--- config.mk ---
export PLATFORM = sky130hd
export DESIGN_NAME = seq_det_ctrl
export DESIGN_NICKNAME = d
export VERILOG_FILES = /design/src/rtl/seq_det_ctrl.sv
export SDC_FILE = /design/constraint.sdc
export NUM_CORES = 1
export LEC_CHECK = 0
export CORE_UTILIZATION = 45
export CTS_BUF_LIST = sky130_fd_sc_hd__clkbuf_8
export DETAILED_ROUTE_END_ITERATION = 6
export DONT_BUFFER_PORTS = 1
export PLACE_DENSITY = 0.61
export SKIP_CTS_REPAIR_TIMING = 1
export SLEW_MARGIN = 20
export SYNTH_ARGS = -nofsm -noshare
export SYNTH_HDL_FRONTEND = slang
export SYNTH_SLANG_ARGS = --single-unit
--- constraint.sdc ---
create_clock -name clk -period 1.85 [get_ports clk]
set_input_delay 0.37 -clock clk [delete_from_list [all_inputs] [get_ports clk]]
set_output_delay 0.37 -clock clk [all_outputs]
set_load 0.05 [all_outputs]
--- src/rtl/seq_det_ctrl.sv ---
// rtl/seq_det_ctrl.sv - word-to-serial pattern detector controller with match counter and sticky irq
// Optional: define SEQ_DET_CTRL_LSB_FIRST_EN to serialize words LSB first (default MSB first).
module seq_det_ctrl #(
    parameter int DATA_W = 8,
    parameter int PAT_W  = 4,
    parameter int CNT_W  = 8
) (
    input  logic              clk,
    input  logic              rst,
    input  logic              cfg_we,
    input  logic [PAT_W-1:0]  cfg_pattern,
    input  logic              cfg_overlap,
    input  logic [CNT_W-1:0]  cfg_threshold,
    input  logic              in_valid,
    input  logic [DATA_W-1:0] in_data,
    output logic              in_ready,
    output logic              bit_out,
    output logic              match,
    output logic [CNT_W-1:0]  match_count,
    input  logic              cnt_clr,
    output logic              irq,
    input  logic              irq_clr,
    output logic              busy
);
    localparam int IDX_W  = (DATA_W > 1) ? $clog2(DATA_W) : 1;
    localparam int SEEN_W = $clog2(PAT_W + 1);
    localparam logic [PAT_W-1:0] PAT_RST = PAT_W'(4'b1101);

    typedef enum logic {ST_IDLE, ST_SHIFT} state_t;

    state_t             r_state;
    logic [DATA_W-1:0]  r_shreg;
    logic [IDX_W-1:0]   r_idx;
    logic [PAT_W-1:0]   r_hist;
    logic [SEEN_W-1:0]  r_seen;
    logic [PAT_W-1:0]   r_pattern;
    logic               r_overlap;
    logic [CNT_W-1:0]   r_threshold;
    logic               r_in_ready;
    logic               r_match;
    logic [CNT_W-1:0]   r_count;
    logic               r_irq;

    logic               w_bit;
    logic               w_consume;
    logic [PAT_W-1:0]   w_new_hist;
    logic               w_hit;
    logic               w_inc;
    logic [CNT_W-1:0]   w_cnt_next;
    logic               w_irq_set;
    logic               w_last;
    logic               w_cfg_ok;
    logic               w_accept;

`ifdef SEQ_DET_CTRL_LSB_FIRST_EN
    assign w_bit = r_shreg[0];
`else
    assign w_bit = r_shreg[DATA_W-1];
`endif

    assign w_consume  = (r_state == ST_SHIFT);
    assign w_new_hist = {r_hist[PAT_W-2:0], w_bit};
    assign w_hit      = w_consume && (w_new_hist == r_pattern) && (r_seen >= SEEN_W'(PAT_W - 1));
    // A hit alongside cnt_clr restarts the count at 1 and still counts as an increment.
    assign w_inc      = w_hit && (cnt_clr || !(&r_count));
    assign w_cnt_next = cnt_clr ? CNT_W'(1) : r_count + CNT_W'(1);
    assign w_irq_set  = w_inc && (w_cnt_next == r_threshold) && (r_threshold != '0);
    assign w_last     = (r_idx == IDX_W'(DATA_W - 1));
    assign w_cfg_ok   = cfg_we && (r_state == ST_IDLE);
    assign w_accept   = in_valid && r_in_ready && (r_state == ST_IDLE);

    always_ff @(posedge clk) begin
        if (rst) begin
            r_state     <= ST_IDLE;
            r_shreg     <= '0;
            r_idx       <= '0;
            r_hist      <= '0;
            r_seen      <= '0;
            r_pattern   <= PAT_RST;
            r_overlap   <= 1'b1;
            r_threshold <= CNT_W'(1);
            r_in_ready  <= 1'b0;
            r_match     <= 1'b0;
            r_count     <= '0;
            r_irq       <= 1'b0;
        end else begin
            r_match <= w_hit;

            if (w_inc) begin
                r_count <= w_cnt_next;
            end else if (cnt_clr) begin
                r_count <= '0;
            end

            if (w_irq_set) begin
                r_irq <= 1'b1;
            end else if (irq_clr) begin
                r_irq <= 1'b0;
            end

            case (r_state)
                ST_IDLE: begin
                    r_in_ready <= 1'b1;
                    if (w_cfg_ok) begin
                        r_pattern   <= cfg_pattern;
                        r_overlap   <= cfg_overlap;
                        r_threshold <= cfg_threshold;
                        r_hist      <= '0;
                        r_seen      <= '0;
                    end
                    if (w_accept) begin
                        r_shreg    <= in_data;
                        r_idx      <= '0;
                        r_state    <= ST_SHIFT;
                        r_in_ready <= 1'b0;
                    end
                end
                ST_SHIFT: begin
`ifdef SEQ_DET_CTRL_LSB_FIRST_EN
                    r_shreg <= {1'b0, r_shreg[DATA_W-1:1]};
`else
                    r_shreg <= {r_shreg[DATA_W-2:0], 1'b0};
`endif
                    r_idx <= r_idx + IDX_W'(1);
                    if (w_hit && !r_overlap) begin
                        r_hist <= '0;
                        r_seen <= '0;
                    end else begin
                        r_hist <= w_new_hist;
                        if (r_seen != SEEN_W'(PAT_W)) begin
                            r_seen <= r_seen + SEEN_W'(1);
                        end
                    end
                    if (w_last) begin
                        r_state    <= ST_IDLE;
                        r_in_ready <= 1'b1;
                    end
                end
                default: r_state <= ST_IDLE;
            endcase
        end
    end

    assign in_ready    = r_in_ready;
    assign bit_out     = w_consume & w_bit;
    assign match       = r_match;
    assign match_count = r_count;
    assign irq         = r_irq;
    assign busy        = w_consume;

endmodule
==> results.toml <==
[outcome]
status = "finished, final reports clean"

[layout]
drive_above_1_share = 0.1986
fillCellCount = 425
antenna_cells = 0
area_delta_synth_final_pct = 20.32
final_cell_mix = "43 x nand2_1, 34 x dfxtp_1, 33 x a21oi_1"
final_util = 0.5723
final_common_cell = "nand2_1"
fin_nets = 319

[critical_path]
arrival_ns = 2.02
cp.depth = 9
cp-start-kind = "flip-flop"
r2r_slack_ns = 0.06
timing.reg2reg.worst_path_depth = 9
cp_top_family = "compound AO/OA/AOI/OAI gates"
worstReg2RegEnd = "r_seen[1]"
r2r-start = "r_seen[1]"
path_max_fanout = 2
worst_ep_required_time_ns = 2.08
cp-end-kind = "flip-flop"
slowest_delay_ns = 0.34
critPathSlowestCell = "dfxtp_2"
worstSetupPathType = "flip-flop to flip-flop"
timing.critical_path.buf_inv = 1
crit_chain = "ha_4, ha_4, a211oi_4, nor4_4, buf_4, a31oi_4, and3_4, o21ai_2, a21oi_1"
cp_common_cell = "ha_4"

[synth]
syn_area_mm2 = 0.002100
synthCells = 265
yosys.cell_types.count = 38
synth_nets = 298
ys_ff_latch = 42
avgSynthCellArea_um2 = 7.923
yosysSeqAreaShare = 0.4005
yosys_warnings = 0

[floorplanning]
pin_count = 40
dieArea_mm2 = 0.004943
std_cell_rows = 24
initial_core_util = 0.4756
die_w_um = 70.31
coreArea_mm2 = 0.004414
die_h_um = 70.31

[sta]
skew_ns = 0.005288
finalHoldViolations = 0
fin_ws_ns = 0.05624
fmax_mhz = 557.5
fin_crit_ns = 1.794
worstMarginPinSlew_ns = 0.5127
finalSetupViolCount = 0
slew_headroom = 0.6577
drv_slew = 0
fin_crit_sh = 0.9696

[detailed_routing]
drc = 0
drt-vias-per-instance = 5.487
post_drt_wl_per_cell_um = 13.98
drt_pass1_iterations = 4
via_count = 1860
ant_nets = 0
dr.first_iter.drc_count = 72
wl_mm = 4.739

[grt]
grt_usage = 0.2021
grt_pass1_vias = 1815
grt_max_degree = 38
grt_pass1_wl_mm = 8.045
antenna_found_initial = 0
grt_overflow = 0

[worst_hold_path]
hold_depth = 1
hp-class = "input port to flip-flop"
hold-path-endpoint = "match_count[0]"
worstHoldStart = "rst"

[clock_tree]
cts.sinks = 42
root_buffer = "clkbuf_8"
htreeDepth = 2
cts_buffer_depth = 2
cts_buffers = 5
cts_tree = "built"
cts.clk_slew.worst_paths_ns = 0.08
worstSkewPairLatency_ns = 0.30

[power]
leakage_nw = 0.9617
power.total_w = 0.001783
power_density_mw_per_mm2 = 705.8
ir_worst_vdd_uv = 513.6

[placed_design]
gp_congestion = 0.7673
io_buffer_count = 0
hpwl_mm = 3.255
place_ws_ns = -0.1123

[flow_run]
cap_violations = 0
## worst max-delay path by stage
stage,endpoint,from
after global routing,r_seen[0],r_seen[1]
after global placement,match_count[4],r_seen[0]
after detailed placement,match_count[4],r_seen[1]
after CTS,match_count[4],r_seen[1]
after floorplan,irq,match_count[5]
final,r_seen[1],r_seen[1]
## power by group
part	internal (W)	switching [W]	total, W	leakage, nW
Clock	0.000296	0.000317	0.000612	0.0524
Combinational	0.0000808	0.000122	0.000203	0.562
Sequential	0.000939	0.0000281	0.000968	0.347
## worst register-to-register path, cell delays in order, from the launching register on
cell	delay, ns
dfxtp_2	0.34
ha_4	0.16
ha_4	0.16
a211oi_4	0.25
nor4_4	0.06
buf_4	0.16
a31oi_4	0.17
and3_4	0.22
o21ai_2	0.05
a21oi_1	0.16
## kinds of logic (layout without fill, tap and decap cells)
family / after synthesis / count (layout) / synth area share
compound gates: 55 / 55 / 0.1484
xor+xnor: 17 / 17 / 0.07748
fa+ha+maj: 6 / 6 / 0.03576
buf+inv: 20 / 42 / 0.03576
flops: 42 / 42 / 0.4005
mux: 3 / 3 / 0.01430
simple gates: 122 / 122 / 0.2878
## final cells by class
class                   count  area, µm²  area share
clock inverters             2      8.758    0.003467
clock buffers               6      82.58     0.03269
repair buffers             27      210.2     0.08321
flip-flops and latches     42      855.8      0.3388
inverters                   7      26.28     0.01040
multi-input cells         203       1277      0.5057
well taps                  52      65.06     0.02576
## registers in the layout, indices dropped and copies added (netlist names), 3 cells and up
register,cells
r_seen,3
match_count,8
r_hist,3
r_pattern,4
r_idx,3
r_shreg,8
r_threshold,8
## per-stage QoR
stage | instances | setup TNS, ns | instance area [µm²] | hold WS (ns)
2_1_floorplan | 265 | -0.01413 | 2131 | 0.4481
3_3_place_gp | 330 | -0.2459 | 2342 | 0.4400
3_5_place_dp | 330 | -0.5365 | 2342 | 0.4416
4_1_cts | 338 | -0.8475 | 2434 | 0.1162
5_1_grt | 339 | -0.02069 | 2526 | 0.1150
6_report | 339 | 0 | 2526 | 0.1250
## metal layers
layer,global-route usage,routed length [µm],up-vias
met5,0,0,-
met4,0.08667,49,0
met3,0.04906,197,5
met2,0.3397,2306,27
met1,0.2435,2185,865
li1,-,-,963
## synthesized netlist by cell type (all sizes together)
cell type / number / area, µm²
inv: 7 / 26.28
a31oi: 1 / 6.260
dfxtp: 42 / 840.8
and4: 1 / 10.01
a21oi: 33 / 165.2
a211oi: 2 / 15.01
nand2b: 2 / 12.51
nor3b: 2 / 15.01
a22oi: 3 / 22.52
ha: 6 / 75.07
nor2: 27 / 101.4
xnor2: 8 / 70.07
xor2: 8 / 70.07
o21ai: 10 / 50.04
o311ai: 1 / 8.760
o21a: 1 / 7.510
and2: 1 / 6.260
or4b: 1 / 10.01
nand3b: 5 / 37.54
a32o: 1 / 10.01
or3: 3 / 18.77
mux2i: 3 / 30.03
a221oi: 1 / 8.760
nand3: 14 / 75.07
nor3: 5 / 25.02
nor4: 4 / 40.04
nor2b: 4 / 25.02
and3: 4 / 25.02
nand2: 43 / 161.4
xnor3: 1 / 22.52
and4b: 1 / 10.01
clkbuf: 13 / 48.80
nand4: 4 / 25.02
a211o: 2 / 17.52
or2: 1 / 6.260
No activity file was read; power rests on OpenSTA's default activity.
